`src/rtl/embaralhador_if.sv`:
```
// Deck-shuffler bus: start/ready handshake plus the write/read port
// of the 52 x 4-bit deck memory.
interface embaralhador_if;
  logic       embaralhar_start;
  logic       embaralhar_ok;
  logic       ocupado;
  logic [5:0] mem_addr;
  logic       mem_we;
  logic [3:0] mem_wdata;
  logic [3:0] mem_rdata;

  // Shuffler side: drives the deck memory and the status flags.
  modport master (
    input  embaralhar_start,
    input  mem_rdata,
    output embaralhar_ok,
    output ocupado,
    output mem_addr,
    output mem_we,
    output mem_wdata
  );

  // Environment side: requests shuffles and owns the memory.
  modport slave (
    output embaralhar_start,
    output mem_rdata,
    input  embaralhar_ok,
    input  ocupado,
    input  mem_addr,
    input  mem_we,
    input  mem_wdata
  );
endinterface

```
`src/rtl/embaralhador.sv`:
```
// Deck shuffler: fills the 52-card deck memory with four suits valued
// 1..10,10,10,10 and then performs a Fisher-Yates shuffle using a free-running
// 16-bit LFSR with rejection sampling for the swap index.
module embaralhador #(
  parameter logic [15:0] SEED = 16'hACE1
) (
  input  logic           clock,
  input  logic           reset,
  embaralhador_if.master bus
);

  typedef enum logic [3:0] {
    IDLE, INIT, PICK, RD_I, RD_J, CAP_J, WR_I, WR_J, DONE
  } state_t;

  state_t      state;
  logic [15:0] lfsr;
  logic        start_prev;
  logic        accept;
  logic [5:0]  i;
  logic [5:0]  j;
  logic [5:0]  cnt;
  logic [3:0]  rank;
  logic [3:0]  rank_next;
  logic [3:0]  card_next;
  logic [3:0]  tmp_i;
  logic        ok;
  logic        busy;
  logic        we;
  logic [5:0]  addr;
  logic [3:0]  wdata;

  assign bus.embaralhar_ok = ok;
  assign bus.ocupado       = busy;
  assign bus.mem_we        = we;
  assign bus.mem_addr      = addr;
  assign bus.mem_wdata     = wdata;

  assign accept = bus.embaralhar_start && !start_prev &&
                  (state == IDLE || state == DONE);

  // LFSR x^16+x^14+x^13+x^11+1, free-running in every state.
  always_ff @(posedge clock or posedge reset) begin
    if (reset) lfsr <= SEED;
    else       lfsr <= {lfsr[14:0], lfsr[15] ^ lfsr[13] ^ lfsr[12] ^ lfsr[10]};
  end

  // Previous start level for rising-edge detection.
  always_ff @(posedge clock or posedge reset) begin
    if (reset) start_prev <= 1'b0;
    else       start_prev <= bus.embaralhar_start;
  end

  // Rank within a suit of the next INIT address and its card value.
  always_comb begin
    rank_next = (rank == 4'd12) ? '0 : rank + 4'd1;
    card_next = (rank_next >= 4'd9) ? 4'd10 : rank_next + 4'd1;
  end

  // Main sequencer; outputs are registered for the state being entered.
  // The write data of WR_I is loaded straight from mem_rdata in CAP_J, so
  // mem_wdata itself holds the captured tmp_j.
  always_ff @(posedge clock or posedge reset) begin
    if (reset) begin
      state <= IDLE;
      ok    <= 1'b0;
      busy  <= 1'b0;
      we    <= 1'b0;
      addr  <= '0;
      wdata <= '0;
      i     <= 6'd51;
      j     <= '0;
      cnt   <= '0;
      rank  <= '0;
      tmp_i <= '0;
    end else begin
      case (state)
        IDLE, DONE: begin
          if (accept) begin
            state <= INIT;
            ok    <= 1'b0;
            busy  <= 1'b1;
            i     <= 6'd51;
            cnt   <= '0;
            rank  <= '0;
            we    <= 1'b1;
            addr  <= '0;
            wdata <= 4'd1;
          end
        end
        INIT: begin
          if (cnt == 6'd51) begin
            state <= PICK;
            we    <= 1'b0;
            addr  <= '0;
            wdata <= '0;
          end else begin
            cnt   <= cnt + 6'd1;
            rank  <= rank_next;
            addr  <= cnt + 6'd1;
            wdata <= card_next;
          end
        end
        PICK: begin
          if (lfsr[5:0] <= i) begin
            j     <= lfsr[5:0];
            state <= RD_I;
            addr  <= i;
          end
        end
        RD_I: begin
          state <= RD_J;
          addr  <= j;
        end
        RD_J: begin
          tmp_i <= bus.mem_rdata;
          state <= CAP_J;
          addr  <= '0;
        end
        CAP_J: begin
          state <= WR_I;
          we    <= 1'b1;
          addr  <= i;
          wdata <= bus.mem_rdata;
        end
        WR_I: begin
          state <= WR_J;
          addr  <= j;
          wdata <= tmp_i;
        end
        WR_J: begin
          we    <= 1'b0;
          addr  <= '0;
          wdata <= '0;
          i     <= i - 6'd1;
          if (i == 6'd1) begin
            state <= DONE;
            ok    <= 1'b1;
            busy  <= 1'b0;
          end else begin
            state <= PICK;
          end
        end
        default: begin
          state <= IDLE;
          ok    <= 1'b0;
          busy  <= 1'b0;
          we    <= 1'b0;
          addr  <= '0;
          wdata <= '0;
        end
      endcase
    end
  end

endmodule
```
`src/flat_wrapper.sv`:
```
// flat-port wrapper written by rule: the top's interface ports become plain ports
module embaralhador_flat 
#(
  parameter logic [15:0] SEED = 16'hACE1
)
  (clock, reset, bus_embaralhar_start, bus_mem_rdata, bus_embaralhar_ok, bus_ocupado, bus_mem_addr, bus_mem_we, bus_mem_wdata);
  embaralhador_if bus_i ();
  input  logic clock;
  input  logic reset;
  input wire logic [$bits(bus_i.embaralhar_start)-1:0] bus_embaralhar_start;
  input wire logic [$bits(bus_i.mem_rdata)-1:0] bus_mem_rdata;
  output wire logic [$bits(bus_i.embaralhar_ok)-1:0] bus_embaralhar_ok;
  output wire logic [$bits(bus_i.ocupado)-1:0] bus_ocupado;
  output wire logic [$bits(bus_i.mem_addr)-1:0] bus_mem_addr;
  output wire logic [$bits(bus_i.mem_we)-1:0] bus_mem_we;
  output wire logic [$bits(bus_i.mem_wdata)-1:0] bus_mem_wdata;
  assign bus_i.embaralhar_start = bus_embaralhar_start;
  assign bus_i.mem_rdata = bus_mem_rdata;
  assign bus_embaralhar_ok = bus_i.embaralhar_ok;
  assign bus_ocupado = bus_i.ocupado;
  assign bus_mem_addr = bus_i.mem_addr;
  assign bus_mem_we = bus_i.mem_we;
  assign bus_mem_wdata = bus_i.mem_wdata;
  embaralhador #(.SEED(SEED)) u_core (.clock(clock), .reset(reset), .bus(bus_i));
endmodule
```
`config.mk`:
```
export PLATFORM = sky130hd
export DESIGN_NAME = embaralhador_flat
export DESIGN_NICKNAME = d
export VERILOG_FILES = /design/src/rtl/embaralhador_if.sv /design/src/rtl/embaralhador.sv /design/src/flat_wrapper.sv
export SDC_FILE = /design/constraint.sdc
export NUM_CORES = 1
export LEC_CHECK = 0
export ABC_AREA = 0
export CELL_PAD_IN_SITES_DETAIL_PLACEMENT = 0
export CELL_PAD_IN_SITES_GLOBAL_PLACEMENT = 2
export CORE_MARGIN = 1.5
export CORE_UTILIZATION = 33
export DETAILED_ROUTE_END_ITERATION = 12
export PLACE_DENSITY = 0.7
export SLEW_MARGIN = 20
export SYNTH_ARGS = -nofsm -noshare
export SYNTH_HDL_FRONTEND = slang
export SYNTH_SLANG_ARGS = --single-unit
```
`constraint.sdc`:
```
create_clock -name clock -period 3.8 [get_ports clock]
set_clock_uncertainty 0.1 [all_clocks]
set_input_delay 0.76 -clock clock [delete_from_list [all_inputs] [get_ports clock]]
set_output_delay 0.76 -clock clock [all_outputs]
set_load 0.1 [all_outputs]
```
; ---- Word-level counts from Yosys, hierarchy flattened
; Index checks and enable logic that the tools add are counted.
[word_totals]
out_inout_bits = 13
register_bits = 60
in_bits = 7
[classes]
n_addsub = 4
reduce_logical = 20
bitwise = 6
mux = 28
n_eq_ne = 16
order_cmp = 2
[ops]
columns = cell, count
row1 = $mux W4, 9
row2 = $pmux W4 S8, 1
row3 = $mux W6, 5
row4 = $pmux W6 S5, 1
row5 = $pmux W6 S2, 2
row6 = $pmux W4 S5, 1
row7 = $eq A4 B3 Y1 const B, 4
row8 = $reduce_and A3 Y1, 4
row9 = $add A4 B1 Y4 const B, 2
row10 = $eq A4 B2 Y1 const B, 2
row11 = $eq A4 B4 Y1 const B, 2
row12 = $ne A2 B1 Y1 const B, 4
row13 = $pmux W4 S2, 1
row14 = $reduce_and A2 Y1, 4
row15 = $add A6 B1 Y6 const B, 1
row16 = $eq A6 B1 Y1 const B, 1
row17 = $eq A6 B6 Y1 const B, 1
row18 = $le A6 B6 Y1, 1
row19 = $pmux W1 S3, 2
row20 = $reduce_or A6 Y1, 1
row21 = $sub A6 B1 Y6 const B, 1
row22 = $mux W1, 5
row23 = $eq A4 B1 Y1 const B, 1
row24 = $ge A4 B4 Y1 const B, 1
row25 = other kinds (12), 19

; ---- Longest topological paths before layout
[depth]
depth_word = 6
mapped_depth = 10

; ---- Least setup slack after synthesis
; OpenSTA, ideal clock, no wires.
[synth_path]
path_kind = register to register
startpoint = register u_core.i[5]
endpoint = register u_core.j[0]
slack_ps = 1625
n_path_buf = 0
t_required_ps = 3575
t_arrival_ps = 1950
path_stages_with_launch = 7
path_cell_list = dfstp_2 -> inv_1 -> ha_1 -> nand4_1 -> or2_2 -> a21boi_2 -> mux2_2
[synth_between]
elab_chain_cells = 2
[synth_rtl]
columns = item, line_no
row1 = "start, declared", embaralhador.sv:20  ; logic [5:0] i;
row2 = "start signal, assigned", embaralhador.sv:135  ; i <= i - 6'd1;
row3 = $le A6 B6 Y1, embaralhador.sv:105  ; if (lfsr[5:0] <= i) begin
row4 = $reduce_and A2 Y1 (no source line), n/a
row5 = "end signal, assigned", embaralhador.sv:106  ; j <= lfsr[5:0];
row6 = "end, declared", embaralhador.sv:21  ; logic [5:0] j;
; Every way passes these cells.
; A chain may end at the register's enable or synchronous reset.

; ---- Final worst setup path
[layout_path]
startpoint = register u_core.state[0]
endpoint = register u_core.cnt[2]
[layout_between]
elab_chain_cells = 5
elab_cells_between_ends = 11
cone_classes = eq/ne: 4 / mux: 1 / reduce/logical: 6
[layout_rtl]
columns = item, line_no
row1 = "start, declared", embaralhador.sv:16  ; state_t state;
row2 = "start signal, assigned", embaralhador.sv:65  ; state <= IDLE;
row3 = "start signal, assigned", embaralhador.sv:80  ; state <= INIT;
row4 = "start signal, assigned", embaralhador.sv:93  ; state <= PICK;
row5 = $eq A4 B4 Y1 or $logic_not A4 Y1 (tied branches), "embaralhador.sv:40, embaralhador.sv:77"
row6 = $logic_or A1 B1 Y1, embaralhador.sv:40  ; (state == IDLE || state == DONE);
row7 = $logic_and A1 B1 Y1, embaralhador.sv:39  ; assign accept = bus.embaralhar_start && !start_prev &&
row8 = $ne A2 B1 Y1 (no source line), n/a
row9 = $reduce_and A3 Y1 (no source line), n/a
row10 = "end signal, assigned", embaralhador.sv:98  ; cnt <= cnt + 6'd1;
row11 = "end, declared", embaralhador.sv:22  ; logic [5:0] cnt;
; Parallel ways exist; a longest one is shown, timed or not.

==> summary.txt <==
LOGIC SYNTHESIS
--------------------------------------------------------------------------------
Top post-synthesis cells by area                                    sky130_fd_sc_hd__dfrtp_1 (38%), sky130_fd_sc_hd__dfstp_2 (9.9%), sky130_fd_sc_hd__mux2_2 (5.7%)
Average footprint of a synthesized cell                               10.76 um^2
Cell taking the most area after synthesis                           sky130_fd_sc_hd__dfrtp_1
Area share of the largest cell type after synthesis                       37.72%
Count of warnings emitted by yosys                                             0
Post-synthesis register bit count                                             60
Net count of the mapped netlist                                              317
Gate count of the mapped netlist                                             296
Area of the mapped netlist                                             3184 um^2
Prevailing post-synth register cell                                 sky130_fd_sc_hd__dfrtp_1
Number of enable-type register cells in the synthesized netlist                0
Sequential area share after synthesis                                     47.62%
Synth unique cells                                                            57
Post-synthesis async set-or-reset flop share                              100.0%

FLOORPLAN
--------------------------------------------------------------------------------
Starting utilization of the core area                                     34.30%
Die ar.                                                               10250 um^2
Std-Cell Rows                                                                 35
Boundary Pins                                                                 20
Die extent in y                                                         101.2 um
Horizontal die dimension                                                101.2 um
Core Region                                                            9284 um^2

LAYOUT
--------------------------------------------------------------------------------
Area of the multi-input gates                                          1548 um^2
Ratio of cells with drive above 1 in the final layout                     21.25%
Area growth from synthesis to final layout                                16.54%
Nets                                                                         336
Inserted Diodes                                                                0
Fillers                                                                      965
Non-Filler Cell Area, Final                                            3711 um^2
Post-layout utilization of the core                                       39.97%
Area used by sequential logic in the layout                            1516 um^2

CLOCKING
--------------------------------------------------------------------------------
Post-CTS Hold Fix Bufs                                                         0
Clock latency at the later pin of the worst-skew pair                     340 ps
Number of cells upsized or downsized after cts                                 0
Num Clock Sinks                                                               60
Number of buffers inserted during clock tree synthesis                         9
Clock Pin Slew Worst Setup and Hold Paths                                  70 ps
TritonCTS clock tree                                                        done
H-tree lvl count                                                               3
Number of setup buffers added after CTS                                        0
Maximum buffer depth of the clock tree                                         2
Clock root buffer                                                   sky130_fd_sc_hd__clkbuf_8

STA
--------------------------------------------------------------------------------
Max Transition Viols Final                                                     0
Setup total negative slack                                                  0 ps
Finish-stage setup viols                                                       0
Final critical path time including I/O delays and setup                  2859 ps
RSZ-0062 raised after global routing                                          no
Fin. Hold Viols                                                                0
Max-Slew Margin vs Limit                                                  34.63%
Worst hold margin                                                       249.0 ps
Maximum clock frequency                                                349.8 MHz
Slew at the pin closest to its max-slew limit                           977.5 ps
Tcrit/Tclk final                                                          75.23%
Post-route setup slack                                                  941.1 ps

POWER AND IR DROP
--------------------------------------------------------------------------------
Net switching power of the design                                        1436 uW
Worst-case vdd ir drop                                                  388.1 uV
Portion of total power attributed to the clock network                     20.1%
Cell internal power dissipation                                          1697 uW
Leakage dissipation                                                  0.001576 uW
Proportion of total power due to net switching                            45.84%
Power per Cell Area                                                 844.3 nW/um^2
Combinational group share of total power                                   46.1%
Reg power frac                                                             33.7%

PLACED DESIGN
--------------------------------------------------------------------------------
Placer Congestion                                                         0.7769
Port Buf Inserts                                                              19
Dpl ws                                                                  980.0 ps
Cell area reported after detailed placement                            3496 um^2
Post-DP HPWL                                                             5044 um

WORST SETUP PATH
--------------------------------------------------------------------------------
Critical Path Slowest Stage Cell                                    sky130_fd_sc_hd__dfrtp_1
Crit Path Category                                                    reg -> reg
Worst path top cell family by delay                                 simple AND/OR/NAND/NOR gates
Largest stage delay on the critical path                                  860 ps
Highest fanout seen on the critical path                                      23
Type of origin of the critical path                                     register
Crit path buf inv count                                                        0
Data arrival time of the critical path                                   3000 ps
Critical Path End Type                                                  register
Critical path cell sequence                                         nor2b_1 > nand2_2 > o221ai_2 > o21ai_0 > o31ai_1
FF-to-FF setup slack                                                      940 ps
Required time of the worst setup path                                    3940 ps

GLOBAL ROUTE
--------------------------------------------------------------------------------
Largest net degree at the start of global routing                             32
Global Route Usage Sum                                                    15.84%
First-pass GRT wire length                                              12360 um
Vias in the first global route                                              2313
Number of antenna violations at the first check in global routing              0
Remaining global-route overflow                                                0

DRT
--------------------------------------------------------------------------------
Initial DRT Pass Iterations                                                    4
Via count                                                                   2297
Drt wl/cell                                                             16.00 um
Antenna Nets Post-Route                                                        0
Total routed wirelength                                                  7184 um
Drt initial violations                                                       150
Average via count per standard cell                                        5.116
DR DRC count                                                                   0

MIN PATH
--------------------------------------------------------------------------------
Class of the most critical hold timing path                           reg -> reg

RUN
--------------------------------------------------------------------------------
Number of max-capacitance violations reported                                  0

OUTCOME
--------------------------------------------------------------------------------
Outcome                                                                completed

layout make-up:
type                       instances  area share (%)
clock buffer                       9           3.338
sequential                        60           40.86
clock inverter                     7           2.461
multi-input combinational        208           41.71
inverter                          16           1.618
timing repair buffer              20           5.664
tap                              129           4.349
flip-flops by register name, indices dropped and copies added (netlist names):
signal,flops
u_core.bus.mem_wdata,4
u_core.lfsr,16
u_core.j,6
u_core.cnt,6
u_core.tmp_i,4
u_core.bus.embaralhar_ok,1
u_core.state,4
u_core.start_prev,1
u_core.bus.mem_we,1
u_core.i,6
u_core.bus.ocupado,1
u_core.rank,4
u_core.bus.mem_addr,6
stage by stage:
stage               total power (uW)  std cells
floorplan                       2177        296
global placement                2512        433
detailed placement              2520        433
CTS                             3168        449
global route                    3370        449
finish                          3133        449
final timing paths:
kind                                 start                      end  cells past startpoint
max                        u_core.state[0]            u_core.cnt[2]                      5
min reg2reg                 u_core.lfsr[8]           u_core.lfsr[9]                      0
min                         u_core.lfsr[8]           u_core.lfsr[9]                      0
max in group asynchronous            reset              u_core.i[5]                      3
min in group asynchronous            reset  u_core.bus.mem_wdata[1]                      2
max reg2reg                u_core.state[0]            u_core.cnt[2]                      5
cell usage in the layout, fill, tap and decap left out, types with 7 or more instances in the layout:
cell type,count
sky130_fd_sc_hd__nor2_1,14
sky130_fd_sc_hd__mux2_2,16
sky130_fd_sc_hd__dfrtp_1,48
sky130_fd_sc_hd__dfstp_2,12
sky130_fd_sc_hd__clkbuf_8,9
sky130_fd_sc_hd__ha_1,14
sky130_fd_sc_hd__clkdlybuf4s50_1,19
sky130_fd_sc_hd__nor2b_1,9
sky130_fd_sc_hd__nand2_1,24
sky130_fd_sc_hd__o31ai_1,8
sky130_fd_sc_hd__o21ai_0,16
sky130_fd_sc_hd__inv_1,15
sky130_fd_sc_hd__a22o_1,7
sky130_fd_sc_hd__a21oi_1,16
power groups by stage:
stage	sequential, uW	combinational [uW]	clock [uW]
detailed placement	1070	1450	0
CTS	1060	1460	653
finish	1060	1450	631
floorplan	1250	930	0
global route	1090	1590	681
global placement	1070	1450	0
synthesized netlist by cell type, types with 3 or more instances:
cell / n
sky130_fd_sc_hd__xnor2_1: 6
sky130_fd_sc_hd__o21ai_0: 16
sky130_fd_sc_hd__or2_2: 5
sky130_fd_sc_hd__nand3b_1: 4
sky130_fd_sc_hd__nor2_1: 14
sky130_fd_sc_hd__o22ai_1: 3
sky130_fd_sc_hd__nor2b_1: 9
sky130_fd_sc_hd__clkbuf_1: 3
sky130_fd_sc_hd__nand2_1: 24
sky130_fd_sc_hd__dfstp_2: 12
sky130_fd_sc_hd__a22oi_1: 5
sky130_fd_sc_hd__xor2_1: 3
sky130_fd_sc_hd__o31ai_1: 8
sky130_fd_sc_hd__mux2_2: 16
sky130_fd_sc_hd__a32oi_1: 6
sky130_fd_sc_hd__dfrtp_1: 48
sky130_fd_sc_hd__a21oi_1: 16
sky130_fd_sc_hd__nand3_1: 6
sky130_fd_sc_hd__inv_1: 16
sky130_fd_sc_hd__nand2b_1: 5
sky130_fd_sc_hd__a22o_1: 7
sky130_fd_sc_hd__ha_1: 14
sky130_fd_sc_hd__buf_2: 6
metal layers:
metal,GRT usage (%),part of all wire (%),vias up
met5,0,0,-
met4,5.128,1.2,0
met3,3.589,4.4,7
met2,22.72,43,44
met1,23.57,51,1130
li1,-,-,1116
worst reg2reg max path: stages, from the launching register on:
cell                       delay, ps
sky130_fd_sc_hd__dfrtp_1         860
sky130_fd_sc_hd__nor2b_1         630
sky130_fd_sc_hd__nand2_2         270
sky130_fd_sc_hd__o221ai_2        610
sky130_fd_sc_hd__o21ai_0         200
sky130_fd_sc_hd__o31ai_1         100
logic make-up (layout without fill, tap and decap cells):
group           Yosys count  after routing  share of synthesized area, %
simple gates             86             86                         16.07
compound gates           82             82                         18.59
flops                    60             60                         47.62
buf+inv                  28             52                         3.772
mux                      17             17                         5.972
fa+ha+maj                14             14                         5.501
xor+xnor                  9              9                         2.476
No activity file was read; power rests on OpenSTA's default activity.
